--- src/rtl/cpu_pkg.sv ---
// Shared CPU constants and encodings used by the pipeline stages.
package cpu_pkg;
  localparam int          PC_W        = 8;
  localparam int          INSTR_W     = 16;
  localparam logic [3:0]  HALT_OPCODE = 4'hF;
  localparam logic [15:0] NOP_INSTR   = 16'h0000;

  typedef enum logic {
    FS_RUN    = 1'b0,
    FS_HALTED = 1'b1
  } fetch_state_e;
endpackage

--- src/rtl/pc_adder.sv ---
// PC+2 incrementer; wraps modulo 2^W with no carry out.
module pc_adder #(
  parameter int W = 8
) (
  input  logic [W-1:0] pc,
  output logic [W-1:0] pc_plus2
);
  assign pc_plus2 = pc + W'(2);
endmodule

--- src/rtl/fetch_stage.sv ---
// Instruction fetch: PC register, PC+2 adder and IF/ID buffer with
// stall, redirect and HALT handling.
module fetch_stage
  import cpu_pkg::*;
#(
  parameter int                PC_W        = cpu_pkg::PC_W,
  parameter int                INSTR_W     = cpu_pkg::INSTR_W,
  parameter logic [3:0]        HALT_OPCODE = cpu_pkg::HALT_OPCODE,
  parameter logic [INSTR_W-1:0] NOP_INSTR  = INSTR_W'(cpu_pkg::NOP_INSTR)
) (
  input  logic               clk,
  input  logic               rst,
  output logic [PC_W-1:0]    imem_addr,
  input  logic [INSTR_W-1:0] imem_data,
  input  logic               stall,
  input  logic               redirect,
  input  logic [PC_W-1:0]    redirect_pc,
  output logic [INSTR_W-1:0] if_id_instr,
  output logic [PC_W-1:0]    if_id_pc_plus2,
  output logic               if_id_valid,
  output logic               halted,
  output logic [15:0]        fetch_count
);
  fetch_state_e    state;
  logic [PC_W-1:0] pc;
  logic [PC_W-1:0] pc_plus2;
  logic            is_halt;

  pc_adder #(.W(PC_W)) u_pc_adder (
    .pc       (pc),
    .pc_plus2 (pc_plus2)
  );

  assign imem_addr = pc;
  assign halted    = (state == FS_HALTED);
  assign is_halt   = (imem_data[INSTR_W-1 -: 4] == HALT_OPCODE);

  // Priority: rst > redirect > HALTED > stall > normal fetch.
  always_ff @(posedge clk) begin
    if (rst) begin
      state          <= FS_RUN;
      pc             <= '0;
      if_id_instr    <= NOP_INSTR;
      if_id_pc_plus2 <= '0;
      if_id_valid    <= 1'b0;
      fetch_count    <= '0;
    end else if (redirect) begin
      state          <= FS_RUN;
      pc             <= {redirect_pc[PC_W-1:1], 1'b0};
      if_id_instr    <= NOP_INSTR;
      if_id_pc_plus2 <= '0;
      if_id_valid    <= 1'b0;
    end else if (state == FS_HALTED) begin
      if_id_valid    <= 1'b0;
    end else if (!stall) begin
      if_id_instr    <= imem_data;
      if_id_pc_plus2 <= pc_plus2;
      if_id_valid    <= 1'b1;
      if (fetch_count != 16'hFFFF) fetch_count <= fetch_count + 16'd1;
      // HALT is latched so it retires, but the PC stays on it.
      if (is_halt) state <= FS_HALTED;
      else         pc    <= pc_plus2;
    end
  end
endmodule
--- config.mk ---
export PLATFORM = sky130hd
export DESIGN_NAME = fetch_stage
export DESIGN_NICKNAME = d
export VERILOG_FILES = /design/src/rtl/cpu_pkg.sv /design/src/rtl/pc_adder.sv /design/src/rtl/fetch_stage.sv
export SDC_FILE = /design/constraint.sdc
export NUM_CORES = 1
export LEC_CHECK = 0
export ABC_AREA = 1
export CAP_MARGIN = 20
export CORE_MARGIN = 3
export CORE_UTILIZATION = 32
export CTS_CLUSTER_DIAMETER = 200
export CTS_CLUSTER_SIZE = 20
export DETAILED_ROUTE_END_ITERATION = 6
export PLACE_DENSITY_LB_ADDON = 0.12
export SETUP_SLACK_MARGIN = 0.4
export SLEW_MARGIN = 20
export SYNTH_ARGS = -nofsm -noshare
export SYNTH_HDL_FRONTEND = slang
export SYNTH_SLANG_ARGS = --single-unit
--- constraint.sdc ---
create_clock -name clk -period 1.8 [get_ports clk]
set_input_delay 0.45 -clock clk [delete_from_list [all_inputs] [get_ports clk]]
set_output_delay 0.45 -clock clk [all_outputs]
set_load 0.005 [all_outputs]
==> key figures, run 1 <==
Status
  • Status: complete, no violations

STA
  • Final min period: 1.45 ns
  • Clk_skew: 0.00492 ns
  • RSZ-0062 raised after global routing: true
  • Peak Freq: 692 MHz
  • Final Hold Viols: 0
  • Final period util: 0.803
  • WHS: 0.436 ns
  • Slew Viols, Final: 0
  • Final setup fails: 0

Final layout
  • P&R area growth vs syn: 70.9%
  • Share of post-route cells with drive strength above 1: 0.352
  • Multi-input logic area: 1460 um^2
  • Most common cell after layout, fill and taps aside: nor2_1
  • Antenna diodes: 0
  • Final net count: 500
  • FF/Latch Area: 1040 um^2
  • Layout fillers: 675
  • Most frequent cells in the layout: nor2_1 (72), nand2_1 (52), dlygate4sd2_1 (47), buf_4 (42)
  • Non-filler instance count after layout: 567

Logic synthesis
  • Ys Warns: 0
  • Post-Syn Area per Cell: 6.82 um^2
  • Synth Cell Area: 2360 um^2
  • Main synth FF type: dfxtp_1
  • Post-synth ARST share: 0
  • FF+latch count, synth: 48
  • Sequential fraction of the synthesis area: 0.407
  • Synth Instances: 346
  • EDFF count, synth: 0
  • Count of cell types in the netlist: 29

Floorplanning
  • Standard-cell rows: 30
  • Starting density of the core: 0.338
  • IO Count: 78
  • Die extent in x: 91.9 um
  • Die footprint: 8440 um^2
  • Die height: 91.9 um
  • Core box area: 6980 um^2

Min path
  • Worst Hold End: if_id_instr[14]$_SDFFE_PP0P_
  • Worst Hold Class: input pin to flop
  • Hold Crit Depth: 3
  • Worst Hold Launch: imem_data[14]

Global routing
  • Largest net degree at the start of global routing: 21
  • Initial antenna violation count: 0
  • Number of global-route vias before repair: 2621
  • All-Layer GR Usage: 0.173
  • GRT overflow: 0
  • First-pass GRT wire length: 11.9 mm

Clock network
  • Clock transition at path regs: 0.09 ns
  • Buffer depth of the longest clock path: 2
  • CTS tree: built
  • Skew-Pair Late Insertion Delay: 0.30 ns
  • # H-tree levels: 2
  • CTS Sinks: 48
  • Num CTS Buffers: 5
  • Clk root buf: clkbuf_8
  • Post-CTS Hold Buffers: 0

Setup path
  • Crit path DAT: 1.67 ns
  • Critical path launch point type: flop
  • Reg2reg start: fetch_count[11]$_SDFFE_PP0P_
  • Max Fanout on Critical Path: 8
  • Slowest stage delay, CP: 0.35 ns
  • WP buf/inv: 2
  • Reg2reg end: fetch_count[7]$_SDFFE_PP0P_
  • Worst Setup Path Type: flop to flop
  • Data required, critical path: 2.03 ns
  • Slowest cell on the critical path: dfxtp_4
  • Register-to-register setup slack: 0.35 ns
  • Worst-path cell chain: buf_4 -> nand2_1 -> nor2_4 -> inv_2 -> nor2_4 -> nand2_8 -> nand2_8 -> nand2_2 -> a21oi_2
  • Reg2reg path depth: 9
  • CP delay by family, top: simple AND/OR/NAND/NOR gates
  • CP Capture Type: flop

Placement
  • Dpl cells: 518
  • DP Wirelength: 4.81 mm
  • Port bufs: 74
  • RD Place Congestion: 0.790

Route
  • DRC violations left: 0
  • Post-route ant nets: 0
  • Vias/cell: 4.61
  • DR vias: 2615
  • WL/cell: 12.8 um
  • First-pass DRT Iterations: 6
  • Drt total wl: 7.28 mm
  • Drt first-iter violations: 55

Power
  • Maximum VDD drop: 0.420 mV
  • Pwr dens: 560 nW/um^2
  • Leakage power: 1.89 nW

Run
  • Max Cap Violations: 0
-- synthesized netlist by cell type, types with 5 or more instances --
cell type / n / area (um^2)
nor2_1: 83 / 312
nand2_1: 70 / 263
dfxtp_1: 48 / 961
inv_1: 27 / 101
o21ai_0: 26 / 130
nand3_1: 20 / 100
a21oi_2: 7 / 61.3
clkbuf_1: 7 / 26.3
nand4_1: 7 / 43.8
xor2_1: 6 / 52.6
nand2_2: 5 / 31.3
nor2_2: 5 / 31.3
-- flip-flops by register name, summed over array words and instances, names as in the netlist --
name and flops:
halted 1, if_id_valid 1, if_id_pc_plus2 7, imem_addr 7, if_id_instr 16, fetch_count 16
-- per-layer routing --
metal | part of all wire | up-vias | track usage
met1 | 0.41 | 1181 | 0.199
met4 | 0.019 | 0 | 0.0532
met2 | 0.49 | 81 | 0.302
li1 | - | 1341 | -
met3 | 0.076 | 12 | 0.0566
met5 | 0 | - | 0
-- cells by family after synthesis --
group	count (synthesis)	synth area share
AND/OR/NAND/NOR	194	0.348
buffers and inverters	48	0.0917
flip-flops	48	0.407
AO/OA/AOI/OAI	46	0.115
XOR/XNOR	7	0.0260
adder cells (fa/ha/maj)	2	0.0106
other	1	0.00159
-- per-stage QoR --
step	setup slack [ns]	TNS [ns]	util	power (W)	instance area (um^2)
floorplan	0.403	0	-	0.00128	2370
global route	0.240	0	0.578	0.00237	4040
global placement	-0.0658	-0.683	0.471	0.00147	3290
detailed placement	-0.0806	-0.753	0.471	0.00147	3290
CTS	0.185	0	0.545	0.00226	3800
finish	0.354	0	0.578	0.00226	4040
-- worst max-delay path by stage --
stage,startpoint,cells past startpoint,end
floorplan,redirect,9,fetch_count[11]$_SDFFE_PP0P_
global placement,stall,8,imem_addr[3]$_SDFFE_PP0P_
detailed placement,stall,8,imem_addr[5]$_SDFFE_PP0P_
CTS,imem_addr[1]$_SDFFE_PP0P_,1,imem_addr[1]
global route,fetch_count[0]$_SDFFE_PP0P_,9,fetch_count[4]$_SDFFE_PP0P_
finish,fetch_count[11]$_SDFFE_PP0P_,9,fetch_count[7]$_SDFFE_PP0P_
-- power by group --
group | internal, W | switching (W) | total, W
registers | 0.00108 | 0.0000212 | 0.00110
clock network | 0.000413 | 0.000364 | 0.000777
logic | 0.000203 | 0.000178 | 0.000381
-- cell type report --
class | instances | share of cell area
Sequential cell | 48 | 0.257
Tap cell | 96 | 0.0298
Timing Repair Buffer | 129 | 0.294
Clock buffer | 6 | 0.0180
Clock inverter | 2 | 0.00868
Inverter | 33 | 0.0313
Multi-Input combinational cell | 253 | 0.361
-- worst min-delay path, delay by kind of cell --
| kind | cells | cell delay (ns) |
|---|---|---|
| buffers and inverters | 1 | 0.11 |
| and+or+nand+nor | 2 | 0.15 |
-- timing repair --
| item | 4_1_cts | 5_1_grt |
|---|---|---|
| cloned | 2 | 0 |
| hold endpoints to repair | 0 | 0 |
| resized for setup | 125 | 54 |
| endpoints found under the setup margin | 73 | 29 |
| setup buffers | 32 | 7 |
| pin swaps | 26 | 36 |
Power figures use the tool's default switching activity.
==> inputs of run 2 (changes only) <==
Clock period 1.8 ns to 1.3 ns, I/O delays scaled along.
==> run 2 against run 1 <==
Compared with the run above: the run now ends with setup timing left; global-route usage increased by 4.1 points; register-to-register slack got worse by 0.55 ns; via count increased by 16%; combinational power increased by 130%; maximum frequency decreased by 3.4%; sequential power increased by 42%; final area increased by 25%; critical path depth increased by 1; largest power group unchanged.
==> key figures, run 2 (synthesis results as in run 1) <==
Final layout
  • Share of post-route cells with drive strength above 1: 0.632
  • Largest regs: fetch_count (16), if_id_instr (16)
  • Most common cell after layout, fill and taps aside: buf_4
  • Non-filler instance count after layout: 632
  • P&R area growth vs syn: 114%
  • Most frequent cells in the layout: buf_4 (74), buf_6 (61), nand2_1 (56), nor2_1 (50), dfxtp_2 (41)
  • Final net count: 565
  • Antenna diodes: 0
  • Fin area: 5060 um^2

Min path
  • Worst Hold Launch: imem_data[14]
  • Worst Hold Class: input pin to flop
  • Hold Crit Depth: 3
  • Worst Hold End: if_id_instr[14]$_SDFFE_PP0P_

Setup path
  • Reg2reg start: fetch_count[1]$_SDFFE_PP0P_
  • Register-to-register setup slack: -0.20 ns
  • Data required, critical path: 1.50 ns
  • Critical path launch point type: flop
  • Reg2reg end: fetch_count[5]$_SDFFE_PP0P_
  • Max Fanout on Critical Path: 6
  • Reg2reg path depth: 10
  • CP Capture Type: flop
  • Worst Setup Path Type: flop to flop
  • Crit path DAT: 1.70 ns

Status
  • Status: finished with violations
  • Failing checks: setup timing

Power
  • Pwr dens: 711 nW/um^2
  • Leakage power: 2.23 nW
  • Maximum VDD drop: 0.705 mV

STA
  • Final min period: 1.50 ns
  • Peak Freq: 668 MHz
  • RSZ-0062 raised after global routing: true
  • Clk_skew: 0.0137 ns
  • Setup WS post-layout: -0.197 ns
  • Slew Viols, Final: 0
  • Final setup fails: 32
  • Final period util: 1.15
  • Final Hold Viols: 0

Floorplanning
  • Die height: 91.9 um
  • Core box area: 6980 um^2
  • Starting density of the core: 0.338
  • Die footprint: 8440 um^2
  • IO Count: 78
  • Standard-cell rows: 30
  • Die extent in x: 91.9 um

Route
  • Drt total wl: 9.45 mm
  • First-pass DRT Iterations: 5
  • WL/cell: 14.9 um
  • DR vias: 3028
  • Vias/cell: 4.79
  • Drt first-iter violations: 99
  • Post-route ant nets: 0
  • DRC violations left: 0

Placement
  • RD Place Congestion: 0.856
  • Port bufs: 74
  • DP Wirelength: 5.21 mm
  • Area after DPL: 3690 um^2
  • Dpl cells: 559

Global routing
  • Number of global-route vias before repair: 3067
  • Initial antenna violation count: 0
  • GRT overflow: 0
  • All-Layer GR Usage: 0.214
  • Largest net degree at the start of global routing: 17
  • First-pass GRT wire length: 14.7 mm

Clock network
  • CTS tree: built
  • Clk root buf: clkbuf_8
  • # H-tree levels: 2
  • Num CTS Buffers: 5
  • Post-CTS Hold Buffers: 0
  • CTS Sinks: 48
  • Skew-Pair Late Insertion Delay: 0.31 ns
  • Clock transition at path regs: 0.11 ns
  • Buffer depth of the longest clock path: 2

Run
  • Max Cap Violations: 0
## run 2: per-layer routing
layer / vias to the layer above / GRT usage / wire length, um
li1: 1462 / - / -
met1: 1470 / 0.256 / 3840
met2: 82 / 0.387 / 5010
met3: 14 / 0.0509 / 454
met4: 0 / 0.0458 / 136
met5: - / 0 / 0
## run 2: final cells by class
class	count	area, um^2
clock inverters	3	47.5
clock buffers	5	68.8
inverters	33	145
repair inverters	2	27.5
flip-flops and latches	48	1040
fillers	541	1920
multi-input cells	253	1750
well taps	96	120
repair buffers	192	1860
## run 2: worst max-delay path by stage
stage	from	end	slack, ns	cells past startpoint
floorplan	fetch_count[0]$_SDFFE_PP0P_	fetch_count[11]$_SDFFE_PP0P_	-0.04	11
global placement	imem_data[13]	imem_addr[6]$_SDFFE_PP0P_	-0.35	7
detailed placement	stall	imem_addr[7]$_SDFFE_PP0P_	-0.36	9
CTS	fetch_count[1]$_SDFFE_PP0P_	fetch_count[15]$_SDFFE_PP0P_	-0.20	10
global route	fetch_count[1]$_SDFFE_PP0P_	fetch_count[11]$_SDFFE_PP0P_	-0.30	11
finish	fetch_count[1]$_SDFFE_PP0P_	fetch_count[5]$_SDFFE_PP0P_	-0.20	10
## run 2: report_power, final
group          total (W)  leakage, nW  switching (W)  internal [W]
combinational   0.000866         1.76       0.000396      0.000470
clock            0.00117       0.0583       0.000591      0.000582
sequential       0.00156        0.415      0.0000373       0.00152
## run 2: worst max-delay path, stage by stage, from the launching register on
cell     delay (ns)
dfxtp_4        0.36
buf_6          0.09
ha_4           0.14
nand2_4        0.05
nor2_4         0.10
nand2_2        0.09
nor2_4         0.15
nand2_4        0.15
buf_12         0.18
nand3_2        0.06
a21oi_2        0.05
## run 2: what timing repair did
item,4_1_cts,5_1_grt
buffers inserted,38,19
gates resized for setup,402,60
endpoints found under the setup margin,96,96
gates cloned,7,1
pin swaps,35,23
## run 2: stage by stage
| stage | worst slack, ns | util | hold WS, ns | TNS, ns | power [W] |
|---|---|---|---|---|---|
| final | -0.197 | 0.725 | 0.346 | -3.18 | 0.00360 |
| after global routing | -0.298 | 0.725 | 0.345 | -6.09 | 0.00373 |
| after CTS | -0.199 | 0.668 | 0.401 | -2.68 | 0.00346 |
| after detailed placement | -0.363 | 0.528 | 0.459 | -12.95 | 0.00208 |
| after global placement | -0.353 | 0.528 | 0.452 | -12.41 | 0.00208 |
| after floorplan | -0.0370 | - | 0.443 | -0.297 | 0.00182 |
